## src/rtl/onehot_decoder_seq.sv

```systemverilog
// Registered IN_W-to-2**IN_W one-hot decoder with a valid/ready input, a programmable
// hold time per vector, and a self-running scan mode that walks every output in turn.
module onehot_decoder_seq #(
    parameter  int IN_W        = 3,
    parameter  int HOLD_CYCLES = 4,
    localparam int OUT_W       = 2 ** IN_W
) (
    input  logic             clk,
    input  logic             rst_n,
    input  logic             in_valid,
    output logic             in_ready,
    input  logic [IN_W-1:0]  in,
    input  logic             scan,
    output logic [OUT_W-1:0] out,
    output logic             out_valid,
    output logic             last
);

    typedef enum logic [1:0] {IDLE, HOLD, SCAN} state_t;

    localparam logic [7:0] HOLD_LOAD = 8'(HOLD_CYCLES - 1);

    state_t          state, state_next;
    logic [7:0]      cnt, cnt_next;
    logic [IN_W-1:0] ptr, ptr_next;
    logic [OUT_W-1:0] out_next;
    logic            accept;

    function automatic logic [OUT_W-1:0] onehot(input logic [IN_W-1:0] idx);
        logic [OUT_W-1:0] v;
        v = '0;
        v[idx] = 1'b1;
        return v;
    endfunction

    assign out_valid = (state != IDLE);
    assign last      = out_valid && (cnt == 8'd0);

    always_comb begin
        in_ready   = 1'b0;
        state_next = state;
        cnt_next   = cnt;
        ptr_next   = ptr;
        out_next   = out;

        // A handshake is only taken when no vector is still mid-hold and scan is not requested.
        in_ready = !scan && ((state == IDLE) || ((state == HOLD) && (cnt == 8'd0)));
        accept   = in_valid && in_ready;

        case (state)
            IDLE: begin
                if (accept) begin
                    state_next = HOLD;
                    out_next   = onehot(in);
                    cnt_next   = HOLD_LOAD;
                end else if (scan) begin
                    state_next = SCAN;
                    out_next   = onehot(ptr);
                    cnt_next   = HOLD_LOAD;
                end
            end
            HOLD: begin
                if (cnt != 8'd0) begin
                    cnt_next = cnt - 8'd1;
                end else if (accept) begin
                    out_next = onehot(in);
                    cnt_next = HOLD_LOAD;
                end else if (scan) begin
                    state_next = SCAN;
                    out_next   = onehot(ptr);
                    cnt_next   = HOLD_LOAD;
                end else begin
                    state_next = IDLE;
                    out_next   = '0;
                end
            end
            SCAN: begin
                if (cnt != 8'd0) begin
                    cnt_next = cnt - 8'd1;
                end else if (scan) begin
                    ptr_next = IN_W'(ptr + 1'b1);
                    out_next = onehot(IN_W'(ptr + 1'b1));
                    cnt_next = HOLD_LOAD;
                end else begin
                    state_next = IDLE;
                    ptr_next   = '0;
                    out_next   = '0;
                end
            end
            default: begin
                state_next = IDLE;
                out_next   = '0;
                cnt_next   = 8'd0;
                ptr_next   = '0;
            end
        endcase
    end

    always_ff @(posedge clk) begin
        if (!rst_n) begin
            state <= IDLE;
            cnt   <= 8'd0;
            ptr   <= '0;
            out   <= '0;
        end else begin
            state <= state_next;
            cnt   <= cnt_next;
            ptr   <= ptr_next;
            out   <= out_next;
        end
    end

endmodule

```

## config.mk

```make
export PLATFORM = sky130hd
export DESIGN_NAME = onehot_decoder_seq
export DESIGN_NICKNAME = d
export VERILOG_FILES = /design/src/rtl/onehot_decoder_seq.sv
export SDC_FILE = /design/constraint.sdc
export NUM_CORES = 1
export LEC_CHECK = 0
export BUFFER_PORTS_ARGS = -buffer_cell sky130_fd_sc_hd__buf_4
export CAP_MARGIN = 0
export CORE_MARGIN = 2
export CORE_UTILIZATION = 39
export DETAILED_ROUTE_END_ITERATION = 10
export PLACE_DENSITY_LB_ADDON = 0.05
export SYNTH_ARGS = -nofsm -noshare
export SYNTH_HDL_FRONTEND = slang
export SYNTH_SLANG_ARGS = --single-unit
export TNS_END_PERCENT = 5
```

## constraint.sdc

```tcl
create_clock -name clk -period 2 [get_ports clk]
set_input_delay 0.4 -clock clk [delete_from_list [all_inputs] [get_ports clk]]
set_output_delay 0.4 -clock clk [all_outputs]
set_load 0.01 [all_outputs]
```

==> summary.md, run 1 <==
| Metric | Value |
|---|---|
| Outcome | complete, no violations |
| Hold_ws | 0.4293 ns |
| Initial drt markers | 51 |
| Cell area after synthesis | 1488 sq um |
| Synth Instances | 201 |
| Area occupied by multi-input gates | 1015 sq um |
| EDFF count, synth | 0 |
| DRT Pass-1 Iters | 4 |
| Ys async rst share | 0 |
| Share of cells above drive strength 1 | 0.2178 |
| Starting Density | 0.4064 |
| CP startpoint kind | register |
| Net Switching | 674.2 uW |
| Initial antenna violation count | 0 |
| Area delta synth->final | 21.62% |
| Insertion delay to the later sink of the worst-skew pair | 0.27 ns |
| Max Cap Viol | 0 |
| HP Class | input port to register |
| Logic gate share of total power | 0.503 |
| Yosys reg bits | 21 |
| Largest net degree at the start of global routing | 19 |
| Overflow after GRT | 0 |
| IO Port Bufs | 17 |
| DP Wirelength | 3200 um |
| Minimum clock period | 1.946 ns |
| DRC | 0 |
| FF/Latch Area | 422.9 sq um |
| Post-route setup TNS | 0 ns |
| Final Max Tran Viols | 0 |
| Global Route Usage Sum | 0.2185 |
| Critical path type | register to primary output |
| Via Count | 1,624 |
| Fill count | 375 |
| FP Rows | 22 |
| NumNets Final | 236 |
| # clock sinks | 21 |
| Final WL | 4334 um |
| N_diodes | 0 |
| Hold Buf Count CTS | 0 |
| GPL Wtd Cong | 0.8876 |
| Clock share of power | 0.174 |
| Synth top area cells | dfxtp_1 (28%), a21oi_1 (8.1%), nor2_1 (5.6%) |
| Worst-Margin Slew | 0.5244 ns |
| Syn nets | 211 |
| Most frequent cells after synthesis | a21oi_1 (24), nor2_1 (22), dfxtp_1 (21) |
| Area leader, netlist | dfxtp_1 |
| Unique masters post-synth | 46 |
| Core footprint | 3661 sq um |
| Worst Setup End Kind | primary output |
| Top_reg_cell synth | dfxtp_1 |
| # IOs | 18 |
| Clock transition time at the flip-flop clock pins of the worst setup and hold paths | 0.08 ns |
| Seq/Total Area, Yosys | 0.2826 |
| Pint | 994.4 uW |
| Clock Skews | 0.004503 ns |
| CTS tree | built |
| Power Density | 922.3 nW/um^2 |
| Final hold vios | 0 |
| Post-DR wirelength/cell | 15.88 um |
| Leakage | 0.0007033 uW |
| Clock buffer count from CTS | 3 |
| Synth top area share | 0.2826 |
| Die extent in x | 65.76 um |
| WP data arrival | 1.55 ns |
| Clock Tree Root | clkbuf_8 |
| Die H | 65.76 um |
| Slew margin rel. | 0.6477 |
| Largest fanout on the critical path | 4 |
| Sw frac | 0.4040 |
| RSZ-0062 raised after global routing | yes |
| Clk buf depth | 2 |
| Via density per instance | 5.949 |
| Max Clk Rate | 0.5139 GHz |
| Die area | 4324 sq um |
| Tcrit/Tclk final | 0.9729 |
| Worst IR Drop VDD | 0.3481 mV |
| H-tree lvl count | 1 |
| YS warnings | 0 |
| Number of global-route vias before repair | 1,574 |
| Mean Syn Cell Area | 7.401 sq um |
| Crit path required time | 1.60 ns |
| Part of the power in registers | 0.323 |
| Setup violators final | 0 |
| Count leader, synth | a21oi_1 |
| First-pass GRT wire length | 7327 um |
| ANT nets after route | 0 |
-- critical path: stages (launching register included) --
cell,delay (ns)
dfxtp_2,0.34
inv_2,0.06
ha_1,0.14
nor3b_4,0.21
nand2_2,0.12
a21o_1,0.21
nor2_1,0.09
buf_4,0.13
-- layout by cell type (no fill, tap or decap), types with 5 or more instances in the layout --
cell type  netlist  final
a31oi_1          5      5
o21ai_0          8      8
dfxtp_1         21     19
nand2_1         13     12
or3_1            5      5
o211ai_1         7      7
nand3_1          8      8
buf_4            0     32
nor3_1           6      5
nor2_1          22     22
a21oi_1         24     24
nor2b_1         10     10
-- cells by family after synthesis --
| group | Yosys count | share of synthesized area |
|---|---|---|
| adder cells (fa/ha/maj) | 3 | 0.02523 |
| multiplexers | 1 | 0.006729 |
| buffers and inverters | 17 | 0.05045 |
| AND/OR/NAND/NOR | 83 | 0.3011 |
| flip-flops | 21 | 0.2826 |
| XOR/XNOR | 3 | 0.01767 |
| AO/OA/AOI/OAI | 73 | 0.3162 |
-- per-layer routing --
layer  wire length (um)  up-vias  global-route usage
met5                  0        -                   0
met4                113        0              0.1068
met3                133       12             0.02055
met2               2234       40              0.3902
met1               1851      780              0.2586
li1                   -      792                   -
-- per-stage QoR --
| step | area (sq um) | util | setup WS [ns] | instances | total power [uW] |
|---|---|---|---|---|---|
| global placement | 1705 | 0.4658 | 0.08604 | 265 | 1295 |
| floorplan | 1488 | - | 0.06847 | 201 | 1072 |
| finish | 1809 | 0.4942 | 0.05416 | 273 | 1669 |
| detailed placement | 1705 | 0.4658 | 0.03466 | 265 | 1302 |
| CTS | 1777 | 0.4853 | 0.006963 | 271 | 1637 |
| global route | 1809 | 0.4942 | -0.04406 | 273 | 1796 |
-- repair_timing --
action | CTS | global route
cloned | 0 | 0
setup buffers | 2 | 2
pin swaps | 1 | 1
hold endpoints to repair | 0 | 0
resized for setup | 3 | 7
setup endpoints to repair | 2 | 11
-- path summary, 6_finish.rpt --
path / slack, ns / to / depth (start not counted) / startpoint
max: 0.05 / in_ready / 7 / cnt[0]
min reg2reg: 0.54 / cnt[3] / 2 / cnt[3]
max reg2reg: 0.15 / out[3] / 8 / cnt[0]
min: 0.43 / out[6] / 3 / in[2]
-- power by group through the flow --
| stage | Sequential, uW | Combinational [uW] | Clock (uW) |
|---|---|---|---|
| 2_1_floorplan | 526 | 546 | 0 |
| 3_3_place_gp | 540 | 754 | 0 |
| 3_5_place_dp | 544 | 759 | 0 |
| 4_1_cts | 536 | 800 | 301 |
| 5_1_grt | 548 | 931 | 317 |
| 6_report | 539 | 839 | 290 |
-- area by class of cell --
class	instances	share of cell area
sequential	21	0.2337
clock buffer	4	0.02490
tap	48	0.03319
inverter	4	0.008299
timing repair buffer	33	0.1390
multi-input combinational	163	0.5609
-- state kept, by name (all words and copies together), names as in the netlist --
name   flops
cnt        8
out        8
state      2
ptr        3
Note: power is estimated with default switching activity, not from simulation.
==> run 2: changes to the inputs <==
--- a/config.mk
+++ b/config.mk
@@ -8,9 +8,9 @@
 export BUFFER_PORTS_ARGS = -buffer_cell sky130_fd_sc_hd__buf_4
 export CAP_MARGIN = 0
 export CORE_MARGIN = 2
-export CORE_UTILIZATION = 39
+export CORE_UTILIZATION = 45
 export DETAILED_ROUTE_END_ITERATION = 10
-export PLACE_DENSITY_LB_ADDON = 0.05
+export PLACE_DENSITY = 0.61
 export SYNTH_ARGS = -nofsm -noshare
 export SYNTH_HDL_FRONTEND = slang
 export SYNTH_SLANG_ARGS = --single-unit
==> summary.md, run 2 (synthesis gave the netlist of run 1 again) <==
| Metric | Value |
|---|---|
| Starting Density | 0.4794 |
| Area occupied by multi-input gates | 1028 sq um |
| First-pass GRT wire length | 6893 um |
| Largest net degree at the start of global routing | 25 |
| Clock share of power | 0.135 |
| Leakage | 0.0006971 uW |
| Worst Setup End Kind | primary output |
| Share of cells above drive strength 1 | 0.2212 |
| Final hold vios | 0 |
| Clock buffer count from CTS | 3 |
| WP data arrival | 1.63 ns |
| NumNets Final | 237 |
| ANT nets after route | 0 |
| Failing checks | negative setup slack |
| # IOs | 18 |
| Via density per instance | 5.952 |
| Tcrit/Tclk final | 1.016 |
| Minimum clock period | 2.031 ns |
| Clk buf depth | 2 |
| Area after DPL | 1700 sq um |
| Clock Skews | 0.001461 ns |
| IO Port Bufs | 17 |
| Crit path required time | 1.60 ns |
| Post-Layout Inst Area | 1803 sq um |
| Overflow after GRT | 0 |
| Final setup margin | -0.03134 ns |
| Power Density | 910.8 nW/um^2 |
| RSZ-0062 raised after global routing | yes |
| H-tree lvl count | 1 |
| Post-route setup TNS | -0.03134 ns |
| N_diodes | 0 |
| Via Count | 1,607 |
| Util after Layout | 0.5810 |
| DRC | 0 |
| Final WL | 4226 um |
| FF/Latch Area | 422.9 sq um |
| CTS tree | built |
| CP startpoint kind | register |
| Initial antenna violation count | 0 |
| DRT Pass-1 Iters | 4 |
| Fill count | 329 |
| Worst IR Drop VDD | 0.3503 mV |
| Hold_ws | 0.3729 ns |
| Pint | 953.1 uW |
| Core footprint | 3103 sq um |
| Max Clk Rate | 0.4923 GHz |
| Critical path type | register to primary output |
| Die extent in x | 61.50 um |
| Die H | 61.50 um |
| Largest fanout on the critical path | 3 |
| Area delta synth->final | 21.19% |
| HP Class | input port to register |
| Top Registers | cnt: 8 flops, out: 8 flops, ptr: 3 flops |
| Clock transition time at the flip-flop clock pins of the worst setup and hold paths | 0.12 ns |
| Global Route Usage Sum | 0.2444 |
| Number of global-route vias before repair | 1,437 |
| Max Cap Viol | 0 |
| DP Wirelength | 3104 um |
| Most frequent cells in the layout | buf_4 (34), a21oi_1 (24), nor2_1 (22) |
| # clock sinks | 21 |
| Net Switching | 689.1 uW |
| FP Rows | 20 |
| Total power | 1642 uW |
| Post-DR wirelength/cell | 15.65 um |
| Logic gate share of total power | 0.541 |
| Most common cell after layout, fill and taps aside | buf_4 |
| Part of the power in registers | 0.323 |
| Initial drt markers | 88 |
| Sw frac | 0.4196 |
| Setup violators final | 1 |
| Outcome | finished with violations |
| Worst-Margin Slew | 0.5887 ns |
| Final Max Tran Viols | 0 |
| Slew margin rel. | 0.6045 |
| Die area | 3782 sq um |
| GPL Wtd Cong | 0.8507 |
| Insertion delay to the later sink of the worst-skew pair | 0.32 ns |
| Clock Tree Root | clkbuf_4 |
run 2: cell count changes in the layout (fill, tap and decap cells not counted):
cell / previous run / this run
clkbuf_4: 0 / 3
buf_4: 32 / 34
a21oi_2: 1 / 0
ha_1: 3 / 2
a21oi_4: 0 / 1
ha_4: 0 / 1
clkbuf_8: 3 / 0
buf_6: 1 / 0
a221oi_2: 1 / 0
a221oi_1: 4 / 5
run 2: area by class of cell:
cell class              count  share of cell area
flip-flops and latches     21              0.2346
inverters                   4            0.008328
well taps                  44             0.03053
multi-input cells         163              0.5704
clock buffers               4             0.01457
repair buffers             34              0.1416
run 2: routing by layer:
metal | track usage | up-vias | share of wire
met5 | 0 | - | 0
met4 | 0.09726 | 0 | 0.024
met3 | 0.02731 | 9 | 0.049
met2 | 0.3789 | 53 | 0.46
met1 | 0.3452 | 753 | 0.46
li1 | - | 792 | -
run 2: repair_timing:
item / 4_1_cts / 5_1_grt
hold buffers: 0 / 0
endpoints found under the setup margin: 1 / 12
gates resized for setup: 3 / 8
buffers inserted: 4 / 1
pin swaps: 2 / 3
run 2: path summary, 6_finish.rpt:
kind | startpoint | to | slack [ns] | depth (start not counted)
max reg2reg | cnt[1] | cnt[2] | 0.11 | 8
max | cnt[1] | in_ready | -0.03 | 7
min reg2reg | cnt[7] | cnt[7] | 0.53 | 1
min | in[2] | out[6] | 0.37 | 3
run 2: stage by stage:
step | instances | worst slack (ns)
3_5_place_dp | 261 | 0.03536
2_1_floorplan | 201 | 0.06847
6_report | 270 | -0.03134
4_1_cts | 269 | 0.009223
3_3_place_gp | 261 | 0.1078
5_1_grt | 270 | -0.09820
run 2: power by group through the flow:
stage	registers (uW)	clock network (uW)	logic, uW
after floorplan	526	0	546
after global placement	535	0	760
after detailed placement	536	0	776
after CTS	527	221	839
after global routing	538	238	984
final	531	222	889
run 2: worst max-delay path, cell delays in order, from the launching register on:
cell and delay [ns]:
dfxtp_2 0.35, inv_2 0.08, ha_4 0.13, nor3b_4 0.20
nand2_2 0.11, a21o_1 0.21, nor2_1 0.11, buf_4 0.13
==> run 3: changes to the inputs <==
--- a/config.mk
+++ b/config.mk
@@ -7,7 +7,6 @@
 export LEC_CHECK = 0
 export BUFFER_PORTS_ARGS = -buffer_cell sky130_fd_sc_hd__buf_4
 export CAP_MARGIN = 0
-export CORE_MARGIN = 2
 export CORE_UTILIZATION = 45
 export DETAILED_ROUTE_END_ITERATION = 10
 export PLACE_DENSITY = 0.61
==> summary.md, run 3 (synthesis gave the netlist of run 1 again) <==
| Metric | Value |
|---|---|
| Hold depth | 3 |
| Via density per instance | 5.974 |
| Core footprint | 3103 sq um |
| Reg2Reg Setup Slack | 0.07 ns |
| Net Switching | 685.2 uW |
| ANT nets after route | 0 |
| Critical path type | register to primary output |
| Tcrit/Tclk final | 1.016 |
| Minimum clock period | 2.031 ns |
| Via Count | 1,619 |
| # clock sinks | 21 |
| First-pass GRT wire length | 7134 um |
| Overflow after GRT | 0 |
| IO Port Bufs | 17 |
| DRT Pass-1 Iters | 4 |
| Hold Buf Count CTS | 0 |
| Final Max Tran Viols | 0 |
| Reg-to-Reg Start | cnt[1] |
| HP Class | input port to register |
| RSZ-0062 raised after global routing | yes |
| Worst IR Drop VDD | 0.4007 mV |
| Starting Density | 0.4794 |
| Final WL | 4329 um |
| Max Cap Viol | 0 |
| Clock Tree Root | clkbuf_4 |
| WP data arrival | 1.63 ns |
| Die H | 59.50 um |
| Sw frac | 0.4157 |
| Outcome | finished with violations |
| Clock transition time at the flip-flop clock pins of the worst setup and hold paths | 0.13 ns |
| N_diodes | 0 |
| Total power | 1648 uW |
| GPL Wtd Cong | 0.8887 |
| Die extent in x | 59.50 um |
| DRC | 0 |
| Cells after DPL | 261 |
| Most frequent cells in the layout | buf_4 (35), a21oi_1 (24), nor2_1 (21) |
| Crit path required time | 1.60 ns |
| Clk buf depth | 2 |
| Power Density | 907.4 nW/um^2 |
| Worst Setup End Kind | primary output |
| Worst Hold Launch | in[2] |
| Global Route Usage Sum | 0.2635 |
| Share of cells above drive strength 1 | 0.2379 |
| Leakage | 0.0007038 uW |
| R2r worst-path depth | 8 |
| Area occupied by multi-input gates | 1035 sq um |
| Max Clk Rate | 0.4922 GHz |
| FP Rows | 20 |
| Initial antenna violation count | 0 |
| Hold_ws | 0.3874 ns |
| Largest fanout on the critical path | 4 |
| Pint | 963.2 uW |
| Top Registers | cnt: 8 flops, out: 8 flops, ptr: 3 flops |
| Slew margin rel. | 0.5741 |
| H-tree lvl count | 1 |
| Post-DR wirelength/cell | 15.97 um |
| Final Non-Filler Cells | 271 |
| FF/Latch Area | 422.9 sq um |
| Place WS | 0.06560 ns |
| Insertion delay to the later sink of the worst-skew pair | 0.32 ns |
| Largest net degree at the start of global routing | 25 |
| Initial drt markers | 122 |
| Logic gate share of total power | 0.544 |
| Part of the power in registers | 0.323 |
| Clock buffer count from CTS | 3 |
| Worst-Margin Slew | 0.6340 ns |
| # IOs | 18 |
| Clock Skews | 0.01046 ns |
| Number of global-route vias before repair | 1,494 |
| Setup violators final | 1 |
| Die area | 3540 sq um |
| RR Endpoint | out[3] |
| Most common cell after layout, fill and taps aside | buf_4 |
| CP startpoint kind | register |
| Post-route setup TNS | -0.03149 ns |
| DP Wirelength | 3097 um |
| Final setup margin | -0.03149 ns |
| Fill count | 317 |
| Failing checks | negative setup slack |
| Final hold vios | 0 |
| Area delta synth->final | 22.12% |
| NumNets Final | 238 |
| Worst hold path endpoint | out[6] |
| CTS tree | built |
| Clock share of power | 0.133 |
## run 3: cell count changes in the layout (fill, tap and decap cells not counted), sizes merged
cell  change
buf       +1
## run 3: routing by layer
metal / routed length, um / track usage / vias to the layer above
li1: - / - / 799
met1: 1922 / 0.3497 / 768
met2: 2085 / 0.4173 / 41
met4: 111 / 0.1030 / 0
met3: 209 / 0.05459 / 11
met5: 0 / 0 / -
## run 3: worst max-delay path by stage
stage          startpoint  endpoint  slack (ns)  cells past startpoint
2_1_floorplan      cnt[0]  in_ready        0.07                      8
3_3_place_gp       cnt[2]    cnt[6]        0.11                      5
3_5_place_dp       cnt[0]    out[4]        0.07                      8
4_1_cts            cnt[1]  in_ready       0.002                      7
5_1_grt            cnt[1]  in_ready       -0.11                      7
6_report           cnt[1]  in_ready       -0.03                      7
## run 3: critical path: stages (launching register included)
cell and delay (ns):
dfxtp_2 0.35, inv_2 0.07, ha_4 0.13, nor3b_4 0.21
nand2_2 0.11, a21o_1 0.21, nor2_1 0.10, buf_4 0.13
## run 3: area by class of cell
| cell class | count | share of cell area |
|---|---|---|
| multi-input combinational | 163 | 0.5696 |
| sequential | 21 | 0.2328 |
| timing repair buffer | 35 | 0.1446 |
| tap | 44 | 0.03030 |
| clock buffer | 4 | 0.01446 |
| inverter | 4 | 0.008264 |
## run 3: what timing repair did
action / in CTS / in global routing
setup endpoints to repair: 2 / 11
pin swaps: 2 / 3
setup buffers: 4 / 2
resized for setup: 4 / 9
cloned: 0 / 0
## run 3: power by group through the flow
stage	Combinational, uW	Clock [uW]	Sequential [uW]
5_1_grt	987	244	539
3_5_place_dp	774	0	537
3_3_place_gp	758	0	535
6_report	897	219	532
4_1_cts	835	222	528
2_1_floorplan	546	0	526
## run 3: stage by stage
stage	instance area [sq um]	utilization
2_1_floorplan	1488	-
3_3_place_gp	1700	0.5480
3_5_place_dp	1700	0.5480
4_1_cts	1767	0.5694
5_1_grt	1817	0.5855
6_report	1817	0.5855
